## config.mk

```make
export PLATFORM = sky130hd
export DESIGN_NAME = stopwatch_display_flat
export DESIGN_NICKNAME = d
export VERILOG_FILES = /design/src/rtl/stopwatch_display_if.sv /design/src/rtl/stopwatch_display.sv /design/src/flat_wrapper.sv
export SDC_FILE = /design/constraint.sdc
export NUM_CORES = 1
export LEC_CHECK = 0
export BUFFER_PORTS_ARGS = -buffer_cell sky130_fd_sc_hd__buf_2
export CELL_PAD_IN_SITES_DETAIL_PLACEMENT = 1
export CELL_PAD_IN_SITES_GLOBAL_PLACEMENT = 2
export CORE_UTILIZATION = 38
export CTS_BUF_LIST = sky130_fd_sc_hd__clkbuf_8
export DETAILED_ROUTE_END_ITERATION = 7
export GPL_ROUTABILITY_DRIVEN = 0
export PLACE_DENSITY = 0.87
export REMOVE_ABC_BUFFERS = 1
export SYNTH_ARGS = -nofsm -noshare
export SYNTH_HDL_FRONTEND = slang
export SYNTH_SLANG_ARGS = --single-unit
export TNS_END_PERCENT = 1
```

## constraint.sdc

```tcl
create_clock -name clk -period 5.1 [get_ports clk]
set_input_delay 0.255 -clock clk [delete_from_list [all_inputs] [get_ports clk]]
set_output_delay 0.255 -clock clk [all_outputs]
set_load 0.005 [all_outputs]
```

## src/rtl/stopwatch_display_if.sv

```systemverilog
// Signal bundle between the stopwatch core (master) and the 7-segment display driver (slave).
// Q[4k+1] is the MSB of BCD digit k (digit 0 = seconds units).
interface stopwatch_display_if;
  logic [1:16] Q;
  logic        ON_OFF;
  logic        LAP;
  logic [6:0]  SEG;
  logic [3:0]  AN;
  logic        DP;
  logic        ERR;

  modport master (output Q, ON_OFF, LAP, input SEG, AN, DP, ERR);
  modport slave  (input Q, ON_OFF, LAP, output SEG, AN, DP, ERR);
endinterface

```

## src/rtl/stopwatch_display.sv

```systemverilog
// Multiplexed 4-digit common-anode 7-segment driver: scan, BCD decode, leading-zero blanking,
// blinking colon, lap freeze and a sticky non-BCD error flag.
module stopwatch_display #(
  parameter int unsigned SCAN_DIV     = 50000,
  parameter int unsigned BLINK_FRAMES = 50,
  parameter bit          BLANK_LZ     = 1'b1
) (
  input  logic               clk,
  input  logic               RESET,
  stopwatch_display_if.slave bus
);
  localparam int unsigned CW = (SCAN_DIV > 1) ? $clog2(SCAN_DIV) : 1;
  localparam int unsigned FW = (BLINK_FRAMES > 1) ? $clog2(BLINK_FRAMES) : 1;

  logic [CW-1:0] cnt;
  logic [1:0]    idx;
  logic [FW-1:0] fcnt;
  logic          ph;
  logic          lap_q;
  logic          frz;
  logic [15:0]   disp;
  logic          err;

  logic [15:0]   qn;
  logic          q_bad;
  logic          wrap;
  logic          frame_end;
  logic          cap;
  logic [3:0]    d;
  logic [6:0]    seg_dec;

  // Repack the ascending Q[1:16] bus so digit k sits in qn[4k+3:4k].
  always_comb begin
    qn    = '0;
    q_bad = 1'b0;
    for (int unsigned k = 0; k < 4; k++) begin
      qn[4*k +: 4] = bus.Q[4*k+1 +: 4];
      if (bus.Q[4*k+1 +: 4] > 4'd9) q_bad = 1'b1;
    end
  end

  always_comb begin
    wrap      = (cnt == CW'(SCAN_DIV - 1));
    frame_end = wrap && (idx == 2'd3);
    cap       = (cnt == '0) && (idx == 2'd0) && !frz;
  end

  always_ff @(posedge clk) begin
    if (RESET) begin
      cnt   <= '0;
      idx   <= '0;
      fcnt  <= '0;
      ph    <= 1'b1;
      lap_q <= 1'b0;
      frz   <= 1'b0;
      disp  <= '0;
      err   <= 1'b0;
    end else begin
      cnt <= wrap ? '0 : cnt + 1'b1;
      if (wrap) idx <= idx + 2'd1;

      // Capture decision uses frz before any toggle on this same edge.
      if (cap) begin
        disp <= qn;
        if (q_bad) err <= 1'b1;
      end

      lap_q <= bus.LAP;
      if (bus.LAP && !lap_q) frz <= ~frz;

      if (!bus.ON_OFF) begin
        ph   <= 1'b1;
        fcnt <= '0;
      end else if (frame_end) begin
        if (fcnt == FW'(BLINK_FRAMES - 1)) begin
          fcnt <= '0;
          ph   <= ~ph;
        end else begin
          fcnt <= fcnt + 1'b1;
        end
      end
    end
  end

  always_comb begin
    d = disp[4*idx +: 4];
    unique case (d)
      4'd0:    seg_dec = 7'b1000000;
      4'd1:    seg_dec = 7'b1111001;
      4'd2:    seg_dec = 7'b0100100;
      4'd3:    seg_dec = 7'b0110000;
      4'd4:    seg_dec = 7'b0011001;
      4'd5:    seg_dec = 7'b0010010;
      4'd6:    seg_dec = 7'b0000010;
      4'd7:    seg_dec = 7'b1111000;
      4'd8:    seg_dec = 7'b0000000;
      4'd9:    seg_dec = 7'b0010000;
      default: seg_dec = 7'b0111111;
    endcase
  end

  always_comb begin
    bus.SEG = seg_dec;
    bus.AN  = '1;
    bus.DP  = 1'b1;
    bus.ERR = err;
    if (RESET) begin
      bus.SEG = '1;
    end else begin
      if (BLANK_LZ && idx == 2'd3 && d == 4'd0) bus.SEG = '1;
      // Slot's first cycle keeps all anodes off to avoid ghosting.
      if (cnt != '0) bus.AN = ~(4'b0001 << idx);
      if (idx == 2'd2 && cnt != '0 && ph) bus.DP = 1'b0;
    end
  end
endmodule

```

## src/flat_wrapper.sv

```systemverilog
// flat-port wrapper written by rule: the top's interface ports become plain ports
module stopwatch_display_flat 
#(
  parameter int unsigned SCAN_DIV     = 50000,
  parameter int unsigned BLINK_FRAMES = 50,
  parameter bit          BLANK_LZ     = 1'b1
)
  (clk, RESET, bus_Q, bus_ON_OFF, bus_LAP, bus_SEG, bus_AN, bus_DP, bus_ERR);
  stopwatch_display_if bus_i ();
  input  logic clk;
  input  logic RESET;
  input wire logic [$bits(bus_i.Q)-1:0] bus_Q;
  input wire logic [$bits(bus_i.ON_OFF)-1:0] bus_ON_OFF;
  input wire logic [$bits(bus_i.LAP)-1:0] bus_LAP;
  output wire logic [$bits(bus_i.SEG)-1:0] bus_SEG;
  output wire logic [$bits(bus_i.AN)-1:0] bus_AN;
  output wire logic [$bits(bus_i.DP)-1:0] bus_DP;
  output wire logic [$bits(bus_i.ERR)-1:0] bus_ERR;
  assign bus_i.Q = bus_Q;
  assign bus_i.ON_OFF = bus_ON_OFF;
  assign bus_i.LAP = bus_LAP;
  assign bus_SEG = bus_i.SEG;
  assign bus_AN = bus_i.AN;
  assign bus_DP = bus_i.DP;
  assign bus_ERR = bus_i.ERR;
  stopwatch_display #(.SCAN_DIV(SCAN_DIV), .BLINK_FRAMES(BLINK_FRAMES), .BLANK_LZ(BLANK_LZ)) u_core (.clk(clk), .RESET(RESET), .bus(bus_i));
endmodule
```

Word level (Yosys, flattened, before mapping)
Memories as Yosys holds them, arrays and structs flattened.
Index checks and enable logic that the tools add are counted.

storage, ports and cells
  register bits after elaboration = 44
  bits in read-only memories = 112
  input port bits = 20
  output and inout bits = 13
  logic and storage cells = 54
  memories = 1

memory list
  memory            depth  bits a word  read ports  clocked after Yosys merged registers in  wr ports  RTL line                 text
  (name not given)  16     7            1           0                                        0         stopwatch_display.sv:87  unique case (d)

cells by class
  $add $sub $neg = 3
  magnitude comparators = 4
  equality and inequality tests = 4
  shift operators = 2
  multiplexer cells = 11
  bitwise gates (word level) = 4
  reduce and logical (&&, ||, !) cells = 17

operators by type and width
  cell                                             number
  adder 16 x 1 -> 16 bit, second input constant    1
  equality test 16 bit, second input constant      1
  > comparator 4 bit, second input constant        4
  logical NOT 16 bit                               1
  nonzero test 16 bit                              1
  indexed part select 16 x 5 -> 4 bit              1
  2-to-1 mux 7 bit                                 2
  2-to-1 mux 4 bit                                 2
  logical AND 1 bit                                7
  adder 6 x 1 -> 6 bit, second input constant      1
  equality test 6 bit, second input constant       1
  2-to-1 mux 1 bit                                 6
  2-to-1 mux 6 bit                                 1
  equality test 2 bit, second input constant       2
  logical NOT 4 bit                                1
  inverter 4 bit                                   1
  AND reduction 2 bit                              2
  OR reduction 2 bit                               2
  left shift 1 x 2 -> 4 bit, first input constant  1
  inverter 1 bit                                   3
  adder 2 x 1 -> 2 bit, second input constant      1
  logical NOT 1 bit                                2
  logical NOT 2 bit                                1

Logic depth before layout (Yosys ltp)
Gate-level depths: netlist of run 1.

  depth after elaboration = 6
  gate-level depth with buffers = 8
  mapped depth without buffers = 7

Worst setup path after synthesis of run 1
OpenSTA, ideal clock, no wires.

  path type = reg2out
  start = reg u_core.idx[0]
  end = out bus_SEG[0]
  data arrival time = 2.091 ns
  required time = 4.845 ns
  setup slack = 2.754 ns
  cell stages (with the launch flop) = 6
  path buffers = 1
  cells stage by stage = dfxtp_1 -> clkbuf_1 -> mux4_2 -> or3b_2 -> a21oi_1 -> o21ai_0

on the way
  longest elaborated chain between the ends = 5
  elaborated cells on any way between the ends = 7
  classes of those cells = 1 x eq/ne; 1 x shift; 2 x mux; 2 x reduce/logical; 1 x memory

RTL lines
  what                                                              RTL line                  text
  start: declaration                                                stopwatch_display.sv:16   logic [1:0] idx;
  start signal: assignment                                          stopwatch_display.sv:60   if (wrap) idx <= idx + 2'd1;
  branches (longest 3 deep; another with memory read (16 x 7 bit))  -
  2-to-1 mux 7 bit (*)                                              stopwatch_display.sv:110  if (BLANK_LZ && idx == 2'd3 && d == 4'd0) bus.SEG = '1;
  2-to-1 mux 7 bit (*)                                              stopwatch_display.sv:107  if (RESET) begin
  end: declaration                                                  flat_wrapper.sv:15        output wire logic [$bits(bus_i.SEG)-1:0] bus_SEG;

Every way passes the cells marked *.

Worst setup path in the final report of run 1
  start = reg u_core.idx[0]
  end = out bus_SEG[5]

The elaborated chain is that of the path after synthesis.

==> results of run 1 <==
## cell usage after synthesis, types with 2 or more instances
cell / instances / share of area [%]
sky130_fd_sc_hd__xor2_1: 3 / 1.1
sky130_fd_sc_hd__or4_1: 4 / 1.3
sky130_fd_sc_hd__o21ai_0: 26 / 5.4
sky130_fd_sc_hd__a21oi_1: 25 / 5.2
sky130_fd_sc_hd__nor2_1: 25 / 3.9
sky130_fd_sc_hd__nor2b_1: 4 / 1.0
sky130_fd_sc_hd__mux4_2: 4 / 3.8
sky130_fd_sc_hd__nand4_1: 4 / 1.0
sky130_fd_sc_hd__o31ai_1: 4 / 1.3
sky130_fd_sc_hd__o311ai_0: 2 / 0.73
sky130_fd_sc_hd__nor4_1: 3 / 0.78
sky130_fd_sc_hd__inv_1: 16 / 2.5
sky130_fd_sc_hd__o21bai_1: 2 / 0.63
sky130_fd_sc_hd__dfxtp_1: 44 / 37
sky130_fd_sc_hd__mux2i_1: 3 / 1.3
sky130_fd_sc_hd__nand2_1: 19 / 3.0
sky130_fd_sc_hd__or3b_2: 2 / 0.73
sky130_fd_sc_hd__clkbuf_1: 12 / 1.9
sky130_fd_sc_hd__and3_1: 3 / 0.78
sky130_fd_sc_hd__nor3_1: 5 / 1.0
sky130_fd_sc_hd__nand2b_1: 2 / 0.52
sky130_fd_sc_hd__or3_1: 4 / 1.0
sky130_fd_sc_hd__nand3_1: 26 / 5.4
sky130_fd_sc_hd__buf_2: 3 / 0.63
sky130_fd_sc_hd__a31oi_1: 2 / 0.52
sky130_fd_sc_hd__xnor2_1: 9 / 3.3
sky130_fd_sc_hd__ha_1: 14 / 7.3
## critical path, delay by kind of cell (launching register included)
family          cells  cell delay, ps
buf+inv             1             140
compound gates      2             410
flops               1             570
mux                 1             710
simple gates        1             480
## worst max-delay path by stage
stage                             to  slack [ps]           from  cells past startpoint
after CTS                 bus_SEG[5]        2180  u_core.idx[0]                      5
after detailed placement  bus_SEG[5]        2530  u_core.idx[0]                      5
after global routing      bus_SEG[3]        2030  u_core.idx[0]                      5
final                     bus_SEG[5]        2240  u_core.idx[0]                      5
after global placement    bus_SEG[0]        2540  u_core.idx[0]                      5
after floorplan               bus_DP        2620  u_core.cnt[0]                      6
## stage by stage
step	setup WS [ps]	utilization, %	total power, mW	instance area (um^2)
global route	2030	44.9	0.750	2690
floorplan	2620	-	0.448	2340
detailed placement	2530	43.4	0.495	2600
finish	2240	44.9	0.706	2690
CTS	2180	44.9	0.720	2690
global placement	2540	43.4	0.492	2600
## registers in the layout (all words and copies together) (netlist names)
register / flops
u_core.cnt: 16
u_core.disp: 16
u_core.fcnt: 6
u_core.idx: 2
u_core.bus.ERR: 1
u_core.frz: 1
u_core.lap_q: 1
u_core.ph: 1
## metal layers
layer / up-vias / GRT usage (%) / wire (um)
li1: 1079 / - / -
met1: 1000 / 25.7 / 2890
met2: 27 / 32.3 / 2660
met3: 4 / 3.00 / 157
met4: 0 / 6.96 / 66
met5: - / 0 / 0
## power breakdown
group / switching, mW / leakage, nW / total [mW] / internal, mW
clock network: 0.115 / 0.0538 / 0.221 / 0.107
registers: 0.0103 / 0.358 / 0.370 / 0.360
logic: 0.0672 / 0.571 / 0.115 / 0.0474
## final cells by class
type                    instances  area (um^2)
inverters                      16         60.1
flip-flops and latches         44          881
well taps                      75         93.8
multi-input cells             214         1400
clock buffers                   6         82.6
repair buffers                 33          168
clock inverters                 2         7.51
fillers                       746         3300
## logic make-up (layout without fill, tap and decap cells)
family                   Yosys count  after routing  share of synthesized area, %
flip-flops                        44             44                          36.7
AO/OA/AOI/OAI                     70             70                          17.0
XOR/XNOR                          12             12                          4.38
multiplexers                       8              8                          5.48
adder cells (fa/ha/maj)           14             14                          7.30
AND/OR/NAND/NOR                  110            110                          24.1
buffers and inverters             31             57                          5.01
==> run metrics, run 1 <==
final routed wirelength across all metal layers about 5800 um; smallest hold slack about 200 ps; required arrival time at the worst endpoint 4850 ps; count of nets after finishing approximately 350; total core area between 5000 and 6000 um^2; Post-Syn Area per Cell ~8.3 um^2; instance count of the mapped netlist about 290; status complete, no violations; Die Area roughly 6600 um^2; Residual DRC 0; CTS tree built; CTS sink count 44; Reg clk slew, reported paths 80 ps; type of element capturing the critical path output port; post-CTS setup buffer count 0; PwrDens approximately 260 nW/um^2; static leakage a little under 1 nW; delay of the slowest critical-path stage about 710 ps; die width roughly 80 um; share of post-route cells with drive strength above 1 16.5%; total inserted antenna cells 0; startpoint type of the worst setup path flop; number of H-tree branching levels 2; RSZ-0062 raised after global routing false; peak clock frequency supported by timing 350 MHz; most common library cell in the layout ignoring fill and taps sky130_fd_sc_hd__dfxtp_1; GRT overflow 0; worst flop-to-flop path startpoint u_core.cnt[0]; classification of the worst setup path flop to output port; register area share after synthesis between 30% and 40%; hold-fix buffer count after cts 0; Port Buf Inserts 32; signal arrival time at the worst endpoint between 2000 and 3000 ps; period utilisation layout 56.0%; commonest cells after routing, fill and taps aside sky130_fd_sc_hd__dfxtp_1 (44), sky130_fd_sc_hd__buf_2 (32), sky130_fd_sc_hd__o21ai_0 (26), sky130_fd_sc_hd__nand3_1 (26); Post-synth top flop sky130_fd_sc_hd__dfxtp_1; HP Class primary input to flop; distinct cell type count of the synthesized netlist 46; fin crit period 2860 ps; total number of placement rows 28; Cells on Worst Hold Path 2; number of max-cap violations 0; Area growth syn-to-layout 12.2%; global-route usage over all layers ~20%; detailed placement HPWL 4260 um; number of vias in the routed layout 2110; root cell of the clock tree sky130_fd_sc_hd__clkbuf_8; clock network latency to the later pin of the worst-skew pair 290 ps; first-pass GRT wire length approximately 10000 um; largest fanout on the critical path 13; number of global-route vias before repair about 2.0k; slowest cell on the critical path sky130_fd_sc_hd__mux4_2; clock buffer count from CTS 5; max-slew headroom at the worst pin 24.8%; yosys warns 0; count of flip-flops with a built-in enable after synthesis 0; endpoint of the worst hold-timing path u_core.lap_q; final total negative setup slack 0 ps; Max Buffers Root-to-Sink 2; post-synthesis cell area ~2400 um^2; placed cells about 380; asr flop ratio synth 0%; total setup violations reported at the end of the flow 0; peak ir drop on the vdd network around 0.16 mV; slew at the pin closest to its max-slew limit ~1100 ps; Detail Route Antenna Nets 0; worst reg2reg setup slack around 2600 ps; starting density of the core between 40 and 50%; Post-CTS Resized 0; top-level port count 33; antenna violations before repair 0; post-route non-filler standard cell count between 300 and 400; Via-to-Cell Ratio 5.41; WL per Instance 14.8 um; Hold Startpoint bus_LAP; Slew Viols, Final 0; reg-to-reg endpoint u_core.cnt[13]; maximum number of pins on one net before global-route repair 31; final hold violation count 0; Setup Skew between 8 and 9 ps; FF-to-FF path depth 5; cells along the critical path mux4_2 -> or3b_2 -> a21oi_1 -> o21ai_0 -> buf_2; flops & latches, synth 44; detailed-router iteration count before antenna repair 4; Die H about 81 um; number of design-rule violations left by the first detailed-router iteration 60
Note: power is estimated with default switching activity, not from simulation.
==> run 2: changes to the inputs <==
Settings changed: ABC_AREA from default to 1, CORE_UTILIZATION 38 to 34, PLACE_DENSITY 0.87 to 0.82.
Clock period 5.1 ns to 3 ns, I/O delays scaled along.
==> run 2 against run 1 <==
Compared with the run above:
- combinational power rose by 70%
- via count up 18%
- global-route usage is 2.4 points lower
- critical path depth is 6 higher
- synthesized cell count rose by 29%
- sequential power rose by 70%
- sequential cell count did not move
- setup slack worse by 1500 ps
- first-iteration DRC count decreased by 3.3%
- sequential share of layout area is 3.1 points lower
- worst hold slack worse by 130 ps
- register-to-register slack worse by 1500 ps
- largest cell class unchanged
- highest routed layer unchanged
==> run metrics, run 2 <==
WL per Instance approximately 13 um; Post-synth top flop sky130_fd_sc_hd__dfxtp_1; number of global-route vias before repair approximately 2.4k; asr flop ratio synth 0%; delay of the slowest critical-path stage approximately 550 ps; yosys warns 0; cell family contributing the most delay on the critical path simple AND/OR/NAND/NOR gates; period utilisation layout about 76%; startpoint type of the worst setup path flop; cell internal power dissipation around 0.84 mW; total setup violations reported at the end of the flow 0; share of total power consumed by net switching 29.6%; Placement Cell Area 2890 um^2; worst flop-to-flop path startpoint u_core.idx[0]; required arrival time at the worst endpoint between 2000 and 3000 ps; clock buffer count from CTS 5; clock network latency to the later pin of the worst-skew pair around 300 ps; Crit path depth 11; area occupied by registers between 800 and 900 um^2; most common library cell in the layout ignoring fill and taps sky130_fd_sc_hd__nand2_1; register area share after synthesis around a third; final routed wirelength across all metal layers roughly 6600 um; CTS sink count 44; count of flip-flops with a built-in enable after synthesis 0; root cell of the clock tree sky130_fd_sc_hd__clkbuf_8; post-route design area 2970 um^2; count of nets after finishing 435; number of vias in the routed layout approximately 2.5k; total number of placement rows 32; flops & latches, synth 44; HP Class primary input to flop; classification of the worst setup path flop to output port; status complete, no violations; final hold violation count 0; worst setup path start u_core.idx[0]; PwrDens around 400 nW/um^2; antenna violations before repair 0; area share of the largest cell type after synthesis 32.7%; number of design-rule violations left by the first detailed-router iteration 58; detailed-router iteration count before antenna repair 4; Sw Pwr roughly 0.35 mW; largest registers u_core.cnt: 16 flops, u_core.disp: 16 flops, u_core.fcnt: 6 flops; cells along the critical path inv_2 -> nand2_1 -> nand3_1 -> nand2_1 -> ha_1 -> nand2_1 -> nand3b_1 -> nand2_2 -> nor2_4 -> nand2_1 -> buf_2; FF-to-FF path depth 9; Port Buf Inserts 32; Max Buffers Root-to-Sink 2; Setup Skew 11.5 ps; largest cells by area after synthesis sky130_fd_sc_hd__dfxtp_1 (33%), sky130_fd_sc_hd__nand2_1 (13%), sky130_fd_sc_hd__ha_1 (6.5%); first-pass GRT wire length between 10000 and 15000 um; end of the critical path bus_SEG[0]; number of H-tree branching levels 2; Die Area 8270 um^2; worst reg2reg setup slack 1150 ps; largest fanout on the critical path 12; die width 91.0 um; post-synthesis cell area around 2700 um^2; slew at the pin closest to its max-slew limit between 400 and 500 ps; Crit path buffers/inverters 2; total core area slightly below 8000 um^2; signal arrival time at the worst endpoint around 2100 ps; max-slew headroom at the worst pin between 60 and 70%; footprint of the multi-input gates between 1500 and 2000 um^2; Post-Syn Area per Cell between 7 and 8 um^2; smallest hold slack about 73 ps; Synth top cells by count sky130_fd_sc_hd__nand2_1 (96), sky130_fd_sc_hd__dfxtp_1 (44), sky130_fd_sc_hd__nor2_1 (35); hold-fix buffer count after cts 0; Slew Viols, Final 0; reg-to-reg endpoint u_core.bus.ERR; fraction of power consumed by combinational cells between 10% and 20%; starting density of the core 35.0%; peak ir drop on the vdd network around 0.18 mV; Area growth syn-to-layout 10.4%; peak clock frequency supported by timing roughly 440 MHz; Clk network pwr share 31.0%; cell type with the highest aggregate area in the netlist sky130_fd_sc_hd__dfxtp_1; RSZ-0062 raised after global routing false; GRT overflow 0; post-placement setup slack 1020 ps; dominant cell by count in the synthesized netlist sky130_fd_sc_hd__nand2_1; Reg clk slew, reported paths 80 ps; final total negative setup slack 0 ps; Detail Route Antenna Nets 0; number of max-cap violations 0; CTS tree built; global-route usage over all layers ~17%; Filler Cell Count about 1.0k; Die H between 90 and 100 um; share of post-route cells with drive strength above 1 approximately 19%; Reg power frac about 53%; slowest cell on the critical path sky130_fd_sc_hd__dfxtp_1; post-CTS setup buffer count 0; instance count of the mapped netlist between 300 and 400; cell with the most instances on the worst path sky130_fd_sc_hd__nand2_1; top-level port count 33; core utilization of the finished layout between 30% and 40%; type of element capturing the critical path output port; distinct cell type count of the synthesized netlist 31; detailed placement HPWL 5140 um; Post-CTS Resized 0; total inserted antenna cells 0; Via-to-Cell Ratio a little under 5; commonest cells after routing, fill and taps aside sky130_fd_sc_hd__nand2_1 (96), sky130_fd_sc_hd__dfxtp_1 (44), sky130_fd_sc_hd__nor2_1 (35), sky130_fd_sc_hd__a21oi_1 (34), sky130_fd_sc_hd__buf_2 (32); fin crit period around 2300 ps; final setup slack of the worst path 732 ps; static leakage ~1.1 nW; Residual DRC 0; maximum number of pins on one net before global-route repair 20
run 2: metrics by stage:
stage | instances | power, mW
2_1_floorplan | 361 | 0.766
3_3_place_gp | 496 | 0.836
3_5_place_dp | 496 | 0.840
4_1_cts | 503 | 1.22
5_1_grt | 503 | 1.27
6_report | 503 | 1.20
run 2: cell families after synthesis:
family                   after synthesis  share of synthesized area [%]
AO/OA/AOI/OAI                         47                           9.26
XOR/XNOR                               7                           2.28
adder cells (fa/ha/maj)               14                           6.51
buffers and inverters                 42                           7.95
flip-flops                            44                           32.7
AND/OR/NAND/NOR                      218                           41.3
run 2: layout make-up:
| class | instances | share of cell area [%] |
|---|---|---|
| timing repair buffer | 33 | 5.65 |
| multi-input combinational | 286 | 53.7 |
| clock inverter | 2 | 0.421 |
| clock buffer | 5 | 2.32 |
| tap | 102 | 4.30 |
| sequential | 44 | 29.7 |
| inverter | 31 | 3.92 |
run 2: worst min path at each step:
stage / slack, ps / to / cells after the start / from
floorplan: 220 / u_core.disp[0] / 1 / RESET
global placement: 390 / u_core.lap_q / 3 / bus_LAP
detailed placement: 400 / u_core.lap_q / 3 / bus_LAP
CTS: 70 / u_core.lap_q / 3 / bus_LAP
global route: 90 / u_core.lap_q / 3 / bus_LAP
finish: 70 / u_core.lap_q / 3 / bus_LAP
run 2: layer usage:
layer,track usage (%),vias up,wire [um]
li1,-,1283,-
met1,23.8,1166,3480
met2,27.3,29,2900
met5,0,-,0
met4,5.16,0,83
met3,2.76,7,160
run 2: worst reg2reg max path, delay by kind of cell, from the launching register on:
| kind | cells | cell delay [ps] |
|---|---|---|
| adder cells (fa/ha/maj) | 1 | 280 |
| buffers and inverters | 3 | 460 |
| flip-flops | 1 | 550 |
| AND/OR/NAND/NOR | 5 | 450 |
run 2: power by group through the flow:
stage / combinational, mW / clock [mW] / sequential, mW
2_1_floorplan: 0.130 / 0 / 0.636
3_3_place_gp: 0.194 / 0 / 0.642
3_5_place_dp: 0.198 / 0 / 0.643
4_1_cts: 0.199 / 0.390 / 0.629
5_1_grt: 0.226 / 0.413 / 0.633
6_report: 0.195 / 0.371 / 0.629
